`config.mk`:
```
export PLATFORM = sky130hd
export DESIGN_NAME = ram_hs
export DESIGN_NICKNAME = d
export VERILOG_FILES = /design/src/rtl/ram_hs_pkg.sv /design/src/rtl/ram_hs_array.sv /design/src/rtl/ram_hs.sv
export SDC_FILE = /design/constraint.sdc
export NUM_CORES = 2
export LEC_CHECK = 0
export CAP_MARGIN = 15
export CELL_PAD_IN_SITES_DETAIL_PLACEMENT = 0
export CELL_PAD_IN_SITES_GLOBAL_PLACEMENT = 1
export CORE_MARGIN = 2
export CORE_UTILIZATION = 45
export CTS_CLUSTER_SIZE = 25
export DETAILED_ROUTE_END_ITERATION = 6
export GPL_ROUTABILITY_DRIVEN = 0
export PLACE_DENSITY_LB_ADDON = 0.2
export SYNTH_ARGS = -nofsm -noshare
export SYNTH_HDL_FRONTEND = slang
export SYNTH_SLANG_ARGS = --single-unit
```
`constraint.sdc`:
```
create_clock -name clk -period 2.5 [get_ports clk]
set_clock_uncertainty 0.05 [all_clocks]
set_input_delay 0.75 -clock clk [delete_from_list [all_inputs] [get_ports clk]]
set_output_delay 0.75 -clock clk [all_outputs]
set_load 0.005 [all_outputs]
```
`src/rtl/ram_hs_pkg.sv`:
```
// Shared definitions for ram_hs: FSM state encoding and default geometry.
package ram_hs_pkg;

    localparam int unsigned DEF_DATA_W = 16;
    localparam int unsigned DEF_ADDR_W = 8;
    localparam int unsigned DEF_BYTE_W = 8;

    typedef enum logic {
        ST_INIT = 1'b0,
        ST_RUN  = 1'b1
    } state_t;

endpackage

```
`src/rtl/ram_hs_array.sv`:
```
// Word-addressed storage with per-lane write enables and combinational read.
// Contents are never reset; each byte lane is a separate array.
module ram_hs_array
    import ram_hs_pkg::*;
#(
    parameter int unsigned DATA_W = DEF_DATA_W,
    parameter int unsigned ADDR_W = DEF_ADDR_W,
    parameter int unsigned BYTE_W = DEF_BYTE_W
) (
    input  logic                       clk,
    input  logic                       wr_en,
    input  logic [ADDR_W-1:0]          wr_addr,
    input  logic [DATA_W-1:0]          wr_data,
    input  logic [DATA_W/BYTE_W-1:0]   wr_be,
    input  logic [ADDR_W-1:0]          rd_addr,
    output logic [DATA_W-1:0]          rd_data
);

    localparam int unsigned NB    = DATA_W / BYTE_W;
    localparam int unsigned DEPTH = 2 ** ADDR_W;

    for (genvar i = 0; i < NB; i++) begin : g_lane
        logic [BYTE_W-1:0] lane_mem [DEPTH];

        always_ff @(posedge clk) begin
            if (wr_en && wr_be[i]) begin
                lane_mem[wr_addr] <= wr_data[i*BYTE_W +: BYTE_W];
            end
        end

        assign rd_data[i*BYTE_W +: BYTE_W] = lane_mem[rd_addr];
    end

endmodule

```
`src/rtl/ram_hs.sv`:
```
// Single-port RAM behind a valid/ready request and response handshake.
// Optional RAM_HS_INIT_CLEAR_EN: zero-fill the whole array after every reset.
module ram_hs
    import ram_hs_pkg::*;
#(
    parameter int unsigned DATA_W = DEF_DATA_W,
    parameter int unsigned ADDR_W = DEF_ADDR_W,
    parameter int unsigned BYTE_W = DEF_BYTE_W
) (
    input  logic                      clk,
    input  logic                      rst,
    input  logic                      req_valid,
    output logic                      req_ready,
    input  logic                      req_we,
    input  logic [ADDR_W-1:0]         req_addr,
    input  logic [DATA_W-1:0]         req_wdata,
    input  logic [DATA_W/BYTE_W-1:0]  req_be,
    output logic                      rsp_valid,
    input  logic                      rsp_ready,
    output logic [DATA_W-1:0]         rsp_rdata,
    output logic                      init_done
);

    localparam int unsigned NB = DATA_W / BYTE_W;

    state_t              state_q, state_d;
    logic                rsp_valid_q, rsp_valid_d;
    logic [DATA_W-1:0]   rsp_rdata_q, rsp_rdata_d;
`ifdef RAM_HS_INIT_CLEAR_EN
    logic [ADDR_W-1:0]   clr_addr_q, clr_addr_d;
`endif

    logic                req_fire;
    logic                rd_fire;
    logic                arr_we;
    logic [ADDR_W-1:0]   arr_addr;
    logic [DATA_W-1:0]   arr_wdata;
    logic [NB-1:0]       arr_be;
    logic [DATA_W-1:0]   arr_rdata;

    assign init_done = (state_q == ST_RUN);
    assign req_ready = init_done && (!rsp_valid_q || rsp_ready);
    assign req_fire  = req_valid && req_ready;
    assign rd_fire   = req_fire && !req_we;
    assign rsp_valid = rsp_valid_q;
    assign rsp_rdata = rsp_rdata_q;

    always_comb begin
        state_d     = state_q;
        rsp_valid_d = rsp_valid_q;
        rsp_rdata_d = rsp_rdata_q;
        arr_we      = 1'b0;
        arr_addr    = req_addr;
        arr_wdata   = req_wdata;
        arr_be      = req_be;
`ifdef RAM_HS_INIT_CLEAR_EN
        clr_addr_d  = clr_addr_q;
`endif
        case (state_q)
            ST_INIT: begin
`ifdef RAM_HS_INIT_CLEAR_EN
                // The write port is borrowed for the sweep; requests are blocked meanwhile.
                arr_we     = 1'b1;
                arr_addr   = clr_addr_q;
                arr_wdata  = '0;
                arr_be     = '1;
                clr_addr_d = clr_addr_q + ADDR_W'(1);
                if (clr_addr_q == '1) begin
                    state_d = ST_RUN;
                end
`else
                state_d = ST_RUN;
`endif
            end
            ST_RUN: begin
                arr_we = req_fire && req_we;
                if (rd_fire) begin
                    rsp_valid_d = 1'b1;
                    rsp_rdata_d = arr_rdata;
                end else if (rsp_valid_q && rsp_ready) begin
                    rsp_valid_d = 1'b0;
                end
            end
        endcase
    end

    always_ff @(posedge clk or posedge rst) begin
        if (rst) begin
            state_q     <= ST_INIT;
            rsp_valid_q <= 1'b0;
            rsp_rdata_q <= '0;
`ifdef RAM_HS_INIT_CLEAR_EN
            clr_addr_q  <= '0;
`endif
        end else begin
            state_q     <= state_d;
            rsp_valid_q <= rsp_valid_d;
            rsp_rdata_q <= rsp_rdata_d;
`ifdef RAM_HS_INIT_CLEAR_EN
            clr_addr_q  <= clr_addr_d;
`endif
        end
    end

    ram_hs_array #(
        .DATA_W (DATA_W),
        .ADDR_W (ADDR_W),
        .BYTE_W (BYTE_W)
    ) u_array (
        .clk     (clk),
        .wr_en   (arr_we),
        .wr_addr (arr_addr),
        .wr_data (arr_wdata),
        .wr_be   (arr_be),
        .rd_addr (req_addr),
        .rd_data (arr_rdata)
    );

endmodule

```
## Word-level counts from Yosys, hierarchy flattened

Memory sizes are Yosys's and may differ from the RTL's. A register that Yosys moved wholly into a read port is not among the register bits.
Index checks and enable logic that the tools add are counted.

- Register bits: 2
- Output and inout bits: 19
- Memories kept: 2
- Logic and storage cells: 24
- Memory bits (writable): 4096
- Input port bits: 31

Memories:

| memory | depth | width | read ports | clocked after memory_dff | wr ports | line | source |
|---|---|---|---|---|---|---|---|
| u_array.g_lane[0].lane_mem | 256 | 8 | 1 | 1 | 1 | ram_hs_array.sv:23 | `logic [BYTE_W-1:0] lane_mem [DEPTH];` |
| u_array.g_lane[1].lane_mem | 256 | 8 | 1 | 1 | 1 | ram_hs_array.sv:23 |  |

- Multiplexer cells: 7
- Reduce and logical (&&, ||, !) cells: 13

Operator list:

| operator | count |
|---|---|
| $logic_and 1x1->1 | 7 |
| $mux 1 | 7 |
| $reduce_and 2->1 | 2 |
| $logic_not 1->1 | 2 |
| $reduce_bool 2->1 | 1 |
| $logic_or 1x1->1 | 1 |

## Logic depth before layout (Yosys ltp)

- Depth after elaboration: 9
- Gate-level depth with buffers: 14
- Gate-level depth less buffers: 7

## By module

A second synthesis with hierarchy kept.

- Cells, all modules: 7753
- Area, all modules: 160878.0 sq um

By module, submodules not included:

| module | instances | area each (sq um) | seq. area each (sq um) | cells each |
|---|---|---|---|---|
| ram_hs_array | 1 | 160132.3 | 122998.0 | 7709 |
| ram_hs | 1 | 745.7 | 450.4 | 44 |

## Worst setup path before layout

No wires, ideal clock.

- Path type: input to register
- From: input port req_addr[1]
- To: memory u_array.g_lane[1].lane_mem[190][0] in the netlist's numbering (enable)
- Path slack: -914 ps
- Arrival time: 2994 ps
- Stages: 10
- Setup time: 370 ps
- Path buffers: 6
- Data required time: 2080 ps
- Cells stage by stage: buf_4 buf_2 inv_1 buf_2 buf_2 buf_2 nor2_1 nand3_1 clkbuf_1 nor2_1

RTL lines:

| element | line | source |
|---|---|---|
| start, declared | ram_hs.sv:15 | `input logic [ADDR_W-1:0] req_addr,` |
| end, declared | ram_hs_array.sv:23 |  |

No word-level cell before the write port.

==> reports/metrics.csv <==
stage;metric;value;unit
status;status;finished with violations;
status;failing checks;negative setup slack;
sta;unrepaired setup endpoints after global routing;true;
setup_path;critical path type;input pin to flip-flop;
drt;1st-pass router iterations;5;
clock_network;Root Buffer;clkbuf_16;
sta;# setup viols final;13;
global_routing;first-pass GRT wire length;673;mm
placement;hpwl dp;325;mm
power;Seq pwr share;51.4;%
clock_network;Num CTS Buffers;419;
floorplan;Starting Density;45.2;%
job;Max-Cap Viols;0;
setup_path;CP cell instances;buf_16 > buf_16 > buf_16 > buf_12 > buf_4 > mux4_2 > mux4_2 > a22o_1 > a21oi_2 > nand4_1 > o22a_1;
drt;DRC Markers;0;
layout;most frequent cells in the layout;edfxtp_1, buf_4, mux4_2, buf_12, clkbuf_16;
layout;Area growth syn-to-layout;27.5;%
setup_path;maximum fanout along the worst path;7;
floorplan;Die Span Y;599;µm
clock_network;clk buf depth;4;
sta;Rel. slew slack;38.5;%
drt;initial drt markers;11300;
yosys;Synth Cell Area;0.159;mm²
yosys;largest family of logic cells by synthesized area;multiplexers;
drt;antenna-violating nets left;0;
placement;DP Area;0.186;mm²
clock_network;clk sinks;4114;
layout;area of the multi-input gates;0.0374;mm²
setup_path;cell repeated most along the worst path;buf_16;
power;overall power;0.148;W
power;Clk pwr share;42.1;%
power;pwr dens;728;mW/mm²
yosys;syn nets;7359;
yosys;syn_area_per_cell;21.7;µm²
yosys;Post-synth EDFFs;4096;
drt;vias per cell;5.98;
yosys;ys flop type;edfxtp_1;
clock_network;TritonCTS clock tree;built;
power;leakage;66.4;nW
sta;Least-Margin Pin Slew;0.922;ns
yosys;Warnings, synthesis;0;
global_routing;grt total ovfl;0;
yosys;multiplexer area fraction after synthesis;16.6;%
hold_path;Hold Crit Class;input pin to async pin;
power;switch share;22.0;%
yosys;Post-Synth Adder-Cell Area;0;%
setup_path;CP Launch Type;input pin;
floorplan;Die X;599;µm
layout;flip-flop and latch area;0.123;mm²
setup_path;CP Data Arrival Time;3.48;ns
setup_path;R2R cell count;8;
placement;worst slack, placed;-1.66;ns
global_routing;initial antenna violation count;20;
yosys;synthesized netlist cell count;7328;
floorplan;die area;0.359;mm²
power;Int Pwr;0.115;W
layout;nets;9303;
sta;Final Hold Fails;0;
yosys;complex-gate fraction of the synthesized area;2.03;%
global_routing;largest net degree at the start of global routing;93;
yosys;asr flop ratio synth;0.438;%
layout;layout cells sized above 1;43.7;%
clock_network;CTS H-Tree Depth;5;
yosys;Synth Register Bits;4114;
setup_path;critical path's slowest cell;mux4_2;
setup_path;FF-to-FF End;rsp_rdata[10];
clock_network;Clock transition at path regs;0.06;ns
sta;Worst Setup Slack, final;-0.169;ns
setup_path;Worst EP required;3.31;ns
floorplan;FP Rows;218;
yosys;distinct cell type count after synthesis;68;
power;NetSw;0.0325;W
layout;most common cell after layout, fill and taps aside;edfxtp_1;
setup_path;kind of end point of the critical path;flip-flop;
drt;final WL;486;mm
setup_path;r2r setup slk;-0.11;ns
setup_path;Worst R2R Start;u_array.g_lane[1].lane_mem[30][2];
power;Gate power share;6.4;%
floorplan;core area;0.352;mm²
drt;vias;85900;
layout;post-layout instance area;0.203;mm²
global_routing;number of global-route vias before repair;85200;
placement;Port Buffers;49;
global_routing;GRT Resource Usage Total;26.9;%
power;Worst IR Drop VDD;602;µV
layout;# fillers;25800;
yosys;post-synthesis sequential area ratio;77.5;%
sta;Final Max Tran Viols;0;
yosys;XOR/XNOR share of the synthesized area;0;%
sta;Period Utilization, post-route;107;%
setup_path;Worst path max stage delay;0.56;ns
floorplan;Ports;50;
yosys;Synth Area in Simple Gates;2.46;%
sta;Fmax;375;MHz
sta;Tmin final;2.67;ns
drt;WL/cell;33.9;µm
clock_network;Skew-Pair Late Insertion Delay;0.98;ns
what timing repair did:
item,CTS,global route
pin swaps,40,43
setup buffers,77,49
gates resized for setup,383,146
gates cloned,13,9
endpoints found under the setup margin,192,2279
hold buffers,0,0
endpoints found under the hold margin,0,0
area by class of cell:
class	instances	area share [%]
Tap cell	4730	2.91
Multi-Input combinational cell	2762	18.4
Timing Repair Buffer	1968	11.2
Inverter	7	0.0179
Clock buffer	530	5.44
Clock inverter	242	1.26
Sequential cell	4114	60.8
Antenna cell	7	0.00862
cells by family after synthesis:
family,after synthesis
buffers and inverters,452
AO/OA/AOI/OAI,460
multiplexers,1362
flip-flops,4114
AND/OR/NAND/NOR,939
other,1
per-stage QoR:
| stage | hold slack, ns | util (%) | TNS, ns | instances |
|---|---|---|---|---|
| final | 0.0927 | 57.6 | -1.05 | 14400 |
| after global routing | 0.0908 | 57.6 | -1.12 | 14400 |
| after CTS | 0.0544 | 57.3 | -5.50 | 14300 |
| after detailed placement | 0.471 | 52.8 | -3132.40 | 13400 |
| after global placement | 0.449 | 52.8 | -3117.78 | 13400 |
| after floorplan | 0.445 | - | -2022.18 | 7328 |
power groups by stage:
stage	clock network [W]	registers, W	logic, W
6_report	0.0623	0.0761	0.00951
5_1_grt	0.0656	0.0760	0.00985
4_1_cts	0.0631	0.0761	0.00925
2_1_floorplan	0	0.0774	0.00371
3_3_place_gp	0	0.0775	0.00879
3_5_place_dp	0	0.0775	0.00889
routing by layer:
metal | GRT usage, % | share of wire (%) | vias up | wire [µm]
met5 | 0 | 0.016 | - | 76
met4 | 7.64 | 3.0 | 12 | 14500
met3 | 3.97 | 8.3 | 685 | 40200
met2 | 42.5 | 47 | 4123 | 231000
met1 | 39.3 | 41 | 46300 | 201000
li1 | - | - | 34800 | -
how the worst max path moves through the flow:
stage	startpoint	end	slack, ns	cells after the start
final	req_addr[0]	rsp_rdata[12]	-0.17	11
after global routing	u_array.g_lane[1].lane_mem[30][2]	rsp_rdata[10]	-0.20	8
after CTS	init_done	req_ready	-0.13	3
after detailed placement	req_addr[0]	rsp_rdata[5]	-1.66	10
after global placement	req_addr[0]	rsp_rdata[5]	-1.66	11
after floorplan	req_addr[0]	u_array.g_lane[0].lane_mem[103][0]	-0.76	11
registers in the layout, summed over array words and instances (netlist names):
signal,flops
init_done,1
rsp_valid,1
rsp_rdata,16
u_array.g_lane.lane_mem,4096
critical path, delay by kind of cell:
kind / cells / cell delay (ns)
AOI/OAI and AO/OA: 3 / 0.69
buffers and inverters: 5 / 0.77
and+or+nand+nor: 1 / 0.13
muxes: 2 / 1.07
Yosys cell counts (17+ instances only):
| cell | instances | share of area (%) |
|---|---|---|
| edfxtp_1 | 4096 | 77 |
| mux4_2 | 1019 | 14 |
| nor2_1 | 585 | 1.4 |
| mux2i_1 | 305 | 1.9 |
| buf_2 | 181 | 0.57 |
| nand2_1 | 171 | 0.40 |
| clkbuf_1 | 160 | 0.38 |
| a22oi_1 | 105 | 0.49 |
| buf_4 | 78 | 0.37 |
| a21oi_1 | 71 | 0.22 |
| o22ai_1 | 64 | 0.25 |
| nand3_1 | 51 | 0.16 |
| o21ai_0 | 50 | 0.16 |
| mux2_2 | 38 | 0.27 |
| nor3_1 | 36 | 0.11 |
| a32oi_1 | 31 | 0.17 |
| a211oi_1 | 20 | 0.094 |
| nor2b_1 | 20 | 0.079 |
| o22a_1 | 19 | 0.10 |
| dfrtp_1 | 18 | 0.28 |
| o221ai_1 | 18 | 0.099 |
| a31oi_1 | 17 | 0.067 |
(Power assumes the default switching activity.)
